## src/rtl/pipeline_ctrl_pkg.sv

```systemverilog
// Shared encodings and types for the pipeline hazard controller.
// Holds the sel/pc_sel command codes, the FSM state enum and small decode helpers.
package pipeline_ctrl_pkg;

  localparam logic [1:0] SEL_LOAD  = 2'b00;
  localparam logic [1:0] SEL_HOLD  = 2'b01;
  localparam logic [1:0] SEL_CLEAR = 2'b11;

  localparam logic [1:0] PC_ADVANCE  = 2'b00;
  localparam logic [1:0] PC_HOLD     = 2'b01;
  localparam logic [1:0] PC_REDIRECT = 2'b10;

  localparam logic [0:0] S_RUN      = 1'b0;
  localparam logic [0:0] S_MEM_WAIT = 1'b1;

  typedef enum logic [0:0] {
    ST_RUN      = S_RUN,
    ST_MEM_WAIT = S_MEM_WAIT
  } state_t;

  typedef struct packed {
    logic [1:0] pc_sel;
    logic [1:0] if_id_sel;
    logic [1:0] id_ex_sel;
    logic [1:0] ex_mem_sel;
  } ctrl_t;

  function automatic ctrl_t mk_ctrl(input logic [1:0] pc,
                                    input logic [1:0] if_id,
                                    input logic [1:0] id_ex,
                                    input logic [1:0] ex_mem);
    ctrl_t c;
    c.pc_sel     = pc;
    c.if_id_sel  = if_id;
    c.id_ex_sel  = id_ex;
    c.ex_mem_sel = ex_mem;
    return c;
  endfunction

  function automatic logic src_hit(input logic       use_src,
                                   input logic [4:0] src,
                                   input logic [4:0] rd);
    return use_src && (src == rd);
  endfunction

endpackage

```

## src/rtl/sat_counter.sv

```systemverilog
// Saturating up-counter: one cycle from inc to updated count, holds at all-ones.
// No backpressure; inc is sampled every cycle, synchronous active-high reset.
module sat_counter #(
  parameter int CNT_W = 32
) (
  input  logic             i_clk,
  input  logic             i_rst,
  input  logic             inc,
  output logic [CNT_W-1:0] cnt
);

  always_ff @(posedge i_clk) begin
    if (i_rst) begin
      cnt <= '0;
    end else if (inc && (cnt != '1)) begin
      cnt <= cnt + 1'b1;
    end
  end

endmodule

```

## src/rtl/pipeline_ctrl.sv

```systemverilog
// Pipeline hazard controller: zero-latency pc/sel commands from state and inputs.
// Memory wait stalls everything; mispredict flushes; load-use bubbles; counters lag by one cycle.
module pipeline_ctrl
  import pipeline_ctrl_pkg::*;
#(
  parameter int CNT_W       = 32,
  parameter int MEM_TIMEOUT = 16
) (
  input  logic             i_clk,
  input  logic             i_rst,
  input  logic [4:0]       id_rs1_addr_i,
  input  logic [4:0]       id_rs2_addr_i,
  input  logic             id_rs1_use_i,
  input  logic             id_rs2_use_i,
  input  logic [4:0]       ex_rd_addr_i,
  input  logic             ex_rd_wren_i,
  input  logic             ex_is_load_i,
  input  logic             ex_mispredict_i,
  input  logic             mem_req_i,
  input  logic             dmem_ready_i,
  output logic [1:0]       pc_sel_o,
  output logic [1:0]       if_id_sel_o,
  output logic [1:0]       id_ex_sel_o,
  output logic [1:0]       ex_mem_sel_o,
  output logic [CNT_W-1:0] stall_cnt_o,
  output logic [CNT_W-1:0] flush_cnt_o,
  output logic             mem_timeout_o
);

  localparam int              WAIT_W   = $clog2(MEM_TIMEOUT + 1);
  localparam logic [WAIT_W-1:0] WAIT_MAX = WAIT_W'(MEM_TIMEOUT);

  state_t              state_q;
  state_t              state_d;
  logic [WAIT_W-1:0]   wait_cnt_q;
  logic                timeout_q;

  logic                ld_hit;
  logic                mem_wait;
  logic                mispred;
  logic                load_use;
  ctrl_t               ctrl;

  assign ld_hit = ex_is_load_i && ex_rd_wren_i && (ex_rd_addr_i != 5'd0) &&
                  (src_hit(id_rs1_use_i, id_rs1_addr_i, ex_rd_addr_i) ||
                   src_hit(id_rs2_use_i, id_rs2_addr_i, ex_rd_addr_i));

  assign mem_wait = ((state_q == ST_RUN) && mem_req_i && !dmem_ready_i) ||
                    ((state_q == ST_MEM_WAIT) && !dmem_ready_i);
  // A mispredict under a memory wait stays pending because EX is held with it.
  assign mispred  = ex_mispredict_i && !mem_wait;
  assign load_use = ld_hit && !mem_wait && !mispred;

  always_comb begin
    ctrl = mk_ctrl(PC_ADVANCE, SEL_LOAD, SEL_LOAD, SEL_LOAD);
    if (i_rst) begin
      ctrl = mk_ctrl(PC_ADVANCE, SEL_CLEAR, SEL_CLEAR, SEL_CLEAR);
    end else if (mem_wait) begin
      ctrl = mk_ctrl(PC_HOLD, SEL_HOLD, SEL_HOLD, SEL_HOLD);
    end else if (mispred) begin
      ctrl = mk_ctrl(PC_REDIRECT, SEL_CLEAR, SEL_CLEAR, SEL_LOAD);
    end else if (load_use) begin
      ctrl = mk_ctrl(PC_HOLD, SEL_HOLD, SEL_CLEAR, SEL_LOAD);
    end
  end

  assign pc_sel_o     = ctrl.pc_sel;
  assign if_id_sel_o  = ctrl.if_id_sel;
  assign id_ex_sel_o  = ctrl.id_ex_sel;
  assign ex_mem_sel_o = ctrl.ex_mem_sel;

  always_comb begin
    state_d = state_q;
    case (state_q)
      ST_RUN:      if (mem_req_i && !dmem_ready_i) state_d = ST_MEM_WAIT;
      ST_MEM_WAIT: if (dmem_ready_i)               state_d = ST_RUN;
      default:                                     state_d = ST_RUN;
    endcase
  end

  // The request cycle itself counts as the first wait cycle.
  always_ff @(posedge i_clk) begin
    if (i_rst) begin
      state_q    <= ST_RUN;
      wait_cnt_q <= '0;
      timeout_q  <= 1'b0;
    end else begin
      state_q <= state_d;
      if (!mem_wait) begin
        wait_cnt_q <= '0;
      end else if (wait_cnt_q != WAIT_MAX) begin
        wait_cnt_q <= wait_cnt_q + 1'b1;
      end
      if (mem_wait && (wait_cnt_q >= (WAIT_MAX - 1'b1))) begin
        timeout_q <= 1'b1;
      end
    end
  end

  assign mem_timeout_o = timeout_q;

  sat_counter #(.CNT_W(CNT_W)) u_stall_cnt (
    .i_clk (i_clk),
    .i_rst (i_rst),
    .inc   (mem_wait || load_use),
    .cnt   (stall_cnt_o)
  );

  sat_counter #(.CNT_W(CNT_W)) u_flush_cnt (
    .i_clk (i_clk),
    .i_rst (i_rst),
    .inc   (mispred),
    .cnt   (flush_cnt_o)
  );

endmodule
```

## config.mk

```make
export PLATFORM = sky130hd
export DESIGN_NAME = pipeline_ctrl
export DESIGN_NICKNAME = d
export VERILOG_FILES = /design/src/rtl/pipeline_ctrl_pkg.sv /design/src/rtl/sat_counter.sv /design/src/rtl/pipeline_ctrl.sv
export SDC_FILE = /design/constraint.sdc
export NUM_CORES = 1
export LEC_CHECK = 0
export ABC_AREA = 1
export CORE_MARGIN = 10
export CORE_UTILIZATION = 40
export DETAILED_ROUTE_END_ITERATION = 8
export PLACE_DENSITY_LB_ADDON = 0.15
export SYNTH_ARGS = -nofsm -noshare
export SYNTH_HDL_FRONTEND = slang
export SYNTH_SLANG_ARGS = --single-unit
```

## constraint.sdc

```tcl
create_clock -name i_clk -period 4 [get_ports i_clk]
set_input_delay 0.4 -clock i_clk [delete_from_list [all_inputs] [get_ports i_clk]]
set_output_delay 0.4 -clock i_clk [all_outputs]
set_load 0.005 [all_outputs]
```

# Word level (Yosys, flattened, before mapping)
# Index checks and enable logic that the tools add are counted.
# word_totals
reg_bits	71
latchBits	0
ram_bits	0
mem_bits_ro	0
output_inout_bits	73
mem_count	0
# op_classes
add_sub_neg	3
mul	0
div	0
order_cmp	1
eq_ne	5
shift	0
muxes	7
bitwise_logic	2
reduce_logical	23
# ops
cell	count
32-bit by 1-bit adder with 32-bit output (second input constant)	2
32-bit inequality test (second input constant)	2
8-bit 2-to-1 mux	3
1-bit logical AND	15
5-bit equality test	2
7-bit 2-to-1 mux	1
5-bit by 1-bit adder with 5-bit output (second input constant)	1
5-bit by 4-bit greater-or-equal comparator with 1-bit output (second input constant)	1
5-bit inequality test (second input constant)	1
5-bit nonzero test	1
1-bit zero test	3
1-bit logical OR	3
1-bit 2-to-1 mux	2
1-bit NOT	2
1-bit case mux with 2 select lines	1
2-bit OR reduction	1

# Longest topological paths before layout
# logic_depth
ltp_word	12
mapped_depth	13

# Modules after synthesis
# From an unflattened synthesis, not the netlist that was laid out.
# hier_totals
hier_cells	760
area_unflattened_um2	4754.6
# by_module_without_submodules
mod	instances	cells_each	area_each_um2
sat_counter	2	324	2062.0
pipeline_ctrl	1	112	630.6

# Worst setup path before layout
# No wires, ideal clock.
# synth_path
kind	input -> output
startpoint	input mem_req_i
endpoint	output if_id_sel_o[0]
t_arrival_ns	1.392
required_time_ns	3.600
path_slack_ns	2.208
stages	8
path_buffers	3
path_cell_list	nor2_1 nor2_1 inv_2 nand2_1 buf_2 buf_2 nand4_1 buf_4
# synth_between
elab_chain_cells	11
# synth_lines
item	line	source
start: declaration	pipeline_ctrl.sv:19	input logic mem_req_i,
1-bit logical AND * (2 in series)	pipeline_ctrl.sv:48	assign mem_wait = ((state_q == ST_RUN) && mem_req_i && !dmem_ready_i) ||
1-bit logical OR *	pipeline_ctrl.sv:48	
1-bit zero test	--	
1-bit logical AND	pipeline_ctrl.sv:51	assign mispred = ex_mispredict_i && !mem_wait;
1-bit zero test	pipeline_ctrl.sv:52	assign load_use = ld_hit && !mem_wait && !mispred;
1-bit logical AND	pipeline_ctrl.sv:52	
7-bit 2-to-1 mux	pipeline_ctrl.sv:62	end else if (load_use) begin
8-bit 2-to-1 mux	pipeline_ctrl.sv:60	end else if (mispred) begin
8-bit 2-to-1 mux *	pipeline_ctrl.sv:58	end else if (mem_wait) begin
8-bit 2-to-1 mux *	pipeline_ctrl.sv:56	if (i_rst) begin
end: declaration	pipeline_ctrl.sv:22	output logic [1:0] if_id_sel_o,
# Every way passes the cells marked *; elsewhere a longest branch is shown, timed or not.

# Worst setup path after layout
# layout_path
startpoint	input mem_req_i
endpoint	output pc_sel_o[1]
# layout_between
elab_chain_cells	8
# layout_lines
item	line	source
1-bit logical AND * (2 in series)	pipeline_ctrl.sv:48	
1-bit logical OR *	pipeline_ctrl.sv:48	
1-bit zero test	--	
1-bit logical AND	pipeline_ctrl.sv:51	
8-bit 2-to-1 mux	pipeline_ctrl.sv:60	
8-bit 2-to-1 mux *	pipeline_ctrl.sv:58	
8-bit 2-to-1 mux *	pipeline_ctrl.sv:56	
end: declaration	pipeline_ctrl.sv:21	output logic [1:0] pc_sel_o,
# Marked as above.

==> impl_metrics.csv <==
group,metric,value,unit
run_status,outcome,"finished, final reports clean",
sta,setup_violations,0,
run,drv_cap,0,
pwr,p_int,1.198,mW
finish,syn_to_final_growth,26.62,%
grt,antenna_found_initial,0,
clocking,cts_tree,"yes",
route,wire_per_inst,13.60,um
sta,relSlewSlack,0.2019,
floorplan,core-area,11470,um2
pwr,clockPowerShare,0.457,
sta,rsz0062_at_grt,"no",
floorplan,ios,97,
pwr,pwr-share-comb,0.089,
critical_path,cp.required,3.60,ns
placed_design,io_buffers,96,
sta,skew,0.005831,ns
sta,worst_pin_slew,1.197,ns
synth,ys_types,32,
route,routed_wl,13630,um
placed_design,dpl_cell_area,5675,um2
pwr,power.switching,391.2,uW
route,vias_per_cell,4.932,
sta,maxSlewViolCount,0,
critical_path,criticalPathCategory,"input port to output pin",
grt,grt_usage,0.1648,
finish,layout.nets,884,
finish,design_area,5939,um2
floorplan,rows,39,
sta,worst_slack,1.343,ns
route,drtIter0Drc,298,
route,drc,0,
sta,finalSetupTns,0,ns
synth,yosysMostFrequentCell,"nand2_1",
placed_design,gp_congestion,0.8642,
critical_path,worstPathArrival,2.26,ns
sta,holdWs,0.4615,ns
sta,max_freq,0.3763,GHz
critical_path,critPathMaxFanout,43,
synth,ys_top_cells_by_count,"nand2_1 (253), nor2_1 (118), inv_1 (87)",
clocking,clock_insertion_delay_worst_skew,0.34,ns
clocking,h-tree-depth,3,
sta,hold_viol,0,
synth,ys_seq_area_frac,0.3030,
pwr,leakage,2.254,nW
clocking,numCtsBuffers,9,
synth,synthCells,772,
critical_path,start_kind,"input port",
pwr,switching_share,0.2462,
grt,grt-ovfl-total,0,
synth,netlist.area_leader.share,0.3030,
clocking,cts_resized,0,
clocking,cts.sinks,71,
grt,grt_pass1_wl,22670,um
finish,post-route-util,0.5179,
floorplan,start_util,0.4091,
pwr,ir_worst_vdd,0.2123,mV
clocking,postCtsSetupBuffers,0,
route,ant_nets,0,
route,vias,4942,
sta,fin_crit_sh,0.6644,
clocking,cts_root_buf,"clkbuf_16",
finish,post_route_cells_drive_above_1_share,0.04773,
placed_design,pre_cts_slack,1.324,ns
clocking,holdBufCountCts,0,
clocking,clk_path_buf_depth,2,
grt,grt_pass1_vias,4683,
floorplan,dieArea,16460,um2
synth,synth_ff_type,"dfxtp_1",
synth,synthTopCellsByArea,"dfxtp_1 (30%), nand2_1 (20%), nor2_1 (9.4%)",
synth,yosysWarnings,0,
synth,synth_edf_count,0,
floorplan,die_w,128.3,um
synth,synth_area_leader_cell,"dfxtp_1",
synth,synth_area,4691,um2
route,drt_pass1_iterations,6,
pwr,powerDensity,267.5,nW/um2
floorplan,die_h,128.3,um
synth,synth-seq-cells,71,
synth,synth_nets,801,
synth,synthArstFlopShare,0,
grt,grt_max_degree,51,
critical_path,crit_path_end_kind,"output pin",
sta,period_needed,2.657,ns
pwr,p_seq_frac,0.454,
placed_design,dp_hpwl,10270,um
synth,syn_avg_cell_area,6.076,um2
min_path,hold_path_class,"flip-flop to flip-flop",
clocking,clk_pin_slew,0.05,ns
finish,diodes,0,
[power groups by stage]
stage / logic, mW / clock network (mW) / registers (mW)
after CTS: 0.142 / 0.743 / 0.721
final: 0.141 / 0.727 / 0.721
after global placement: 0.139 / 0 / 0.736
after floorplan: 0.0855 / 0 / 0.735
after global routing: 0.157 / 0.770 / 0.722
after detailed placement: 0.142 / 0 / 0.736
[final timing paths]
check	from	endpoint	slack [ns]	cells after the start
worst min register to register	mem_timeout_o	mem_timeout_o	0.46	2
worst max-delay path	mem_req_i	pc_sel_o[1]	1.34	8
worst max register to register	u_flush_cnt.cnt[0]	u_flush_cnt.cnt[2]	1.55	8
worst min-delay path	mem_timeout_o	mem_timeout_o	0.46	2
[registers in the layout, summed over array words and instances, names as in the netlist]
| signal | count |
|---|---|
| mem_timeout_o | 1 |
| state_q | 1 |
| u_flush_cnt.cnt | 32 |
| u_stall_cnt.cnt | 32 |
| wait_cnt_q | 5 |
[cell families after synthesis]
group | after synthesis | synth area share
xor gates and xnor gates | 36 | 0.06722
and+or+nand+nor | 484 | 0.4428
buffers and inverters | 118 | 0.1096
AOI/OAI and AO/OA | 58 | 0.06402
DFF | 71 | 0.3030
adders and majority gates | 5 | 0.01334
[routing by layer]
layer,vias up,track usage,routed length [um]
li1,2598,-,-
met1,2234,0.1933,5958
met2,90,0.2806,6621
met3,20,0.04467,814
met4,0,0.05894,233
met5,-,0,0
[final cells by class]
class	instances	area, um2
Clock inverter	5	25.02
Multi-Input combinational cell	583	2755
Timing Repair Buffer	99	978.4
Sequential cell	71	1421
Inverter	91	341.6
Fill cell	1156	5528
Clock buffer	10	239.0
Tap cell	143	178.9
[through the flow]
stage | instances | total power [mW]
after floorplan | 772 | 0.8208
after global placement | 987 | 0.8758
after detailed placement | 987 | 0.8784
after CTS | 1002 | 1.606
after global routing | 1002 | 1.650
final | 1002 | 1.589
[placed cells by master, fill, tap and decap left out, types with 2 or more instances in the layout]
cell and count:
a21oi_2 2, buf_4 3, a21oi_1 46, o21ai_0 6, nor2_2 4, inv_1 87, nor3_1 24, xnor2_1 8
nor2_4 3, nand2_2 5, clkbuf_16 9, nand3_2 2, nor2_1 118, ha_1 5, dfxtp_1 71, nand3_1 31
nand4_1 37, clkdlybuf4s50_1 95, nor3_2 2, o21ai_1 3, nand3b_1 2, nand2_1 253, xor2_1 28, inv_2 3
clkinv_2 5
[critical path: stages]
cell and delay [ns]:
clkdlybuf4s50_1 0.45, nor2_1 0.04, nor2_1 0.13, inv_2 0.09, nand2_1 0.15, buf_4 0.43
nor2_1 0.08, clkdlybuf4s50_1 0.47
Note: power is estimated with default switching activity, not from simulation.
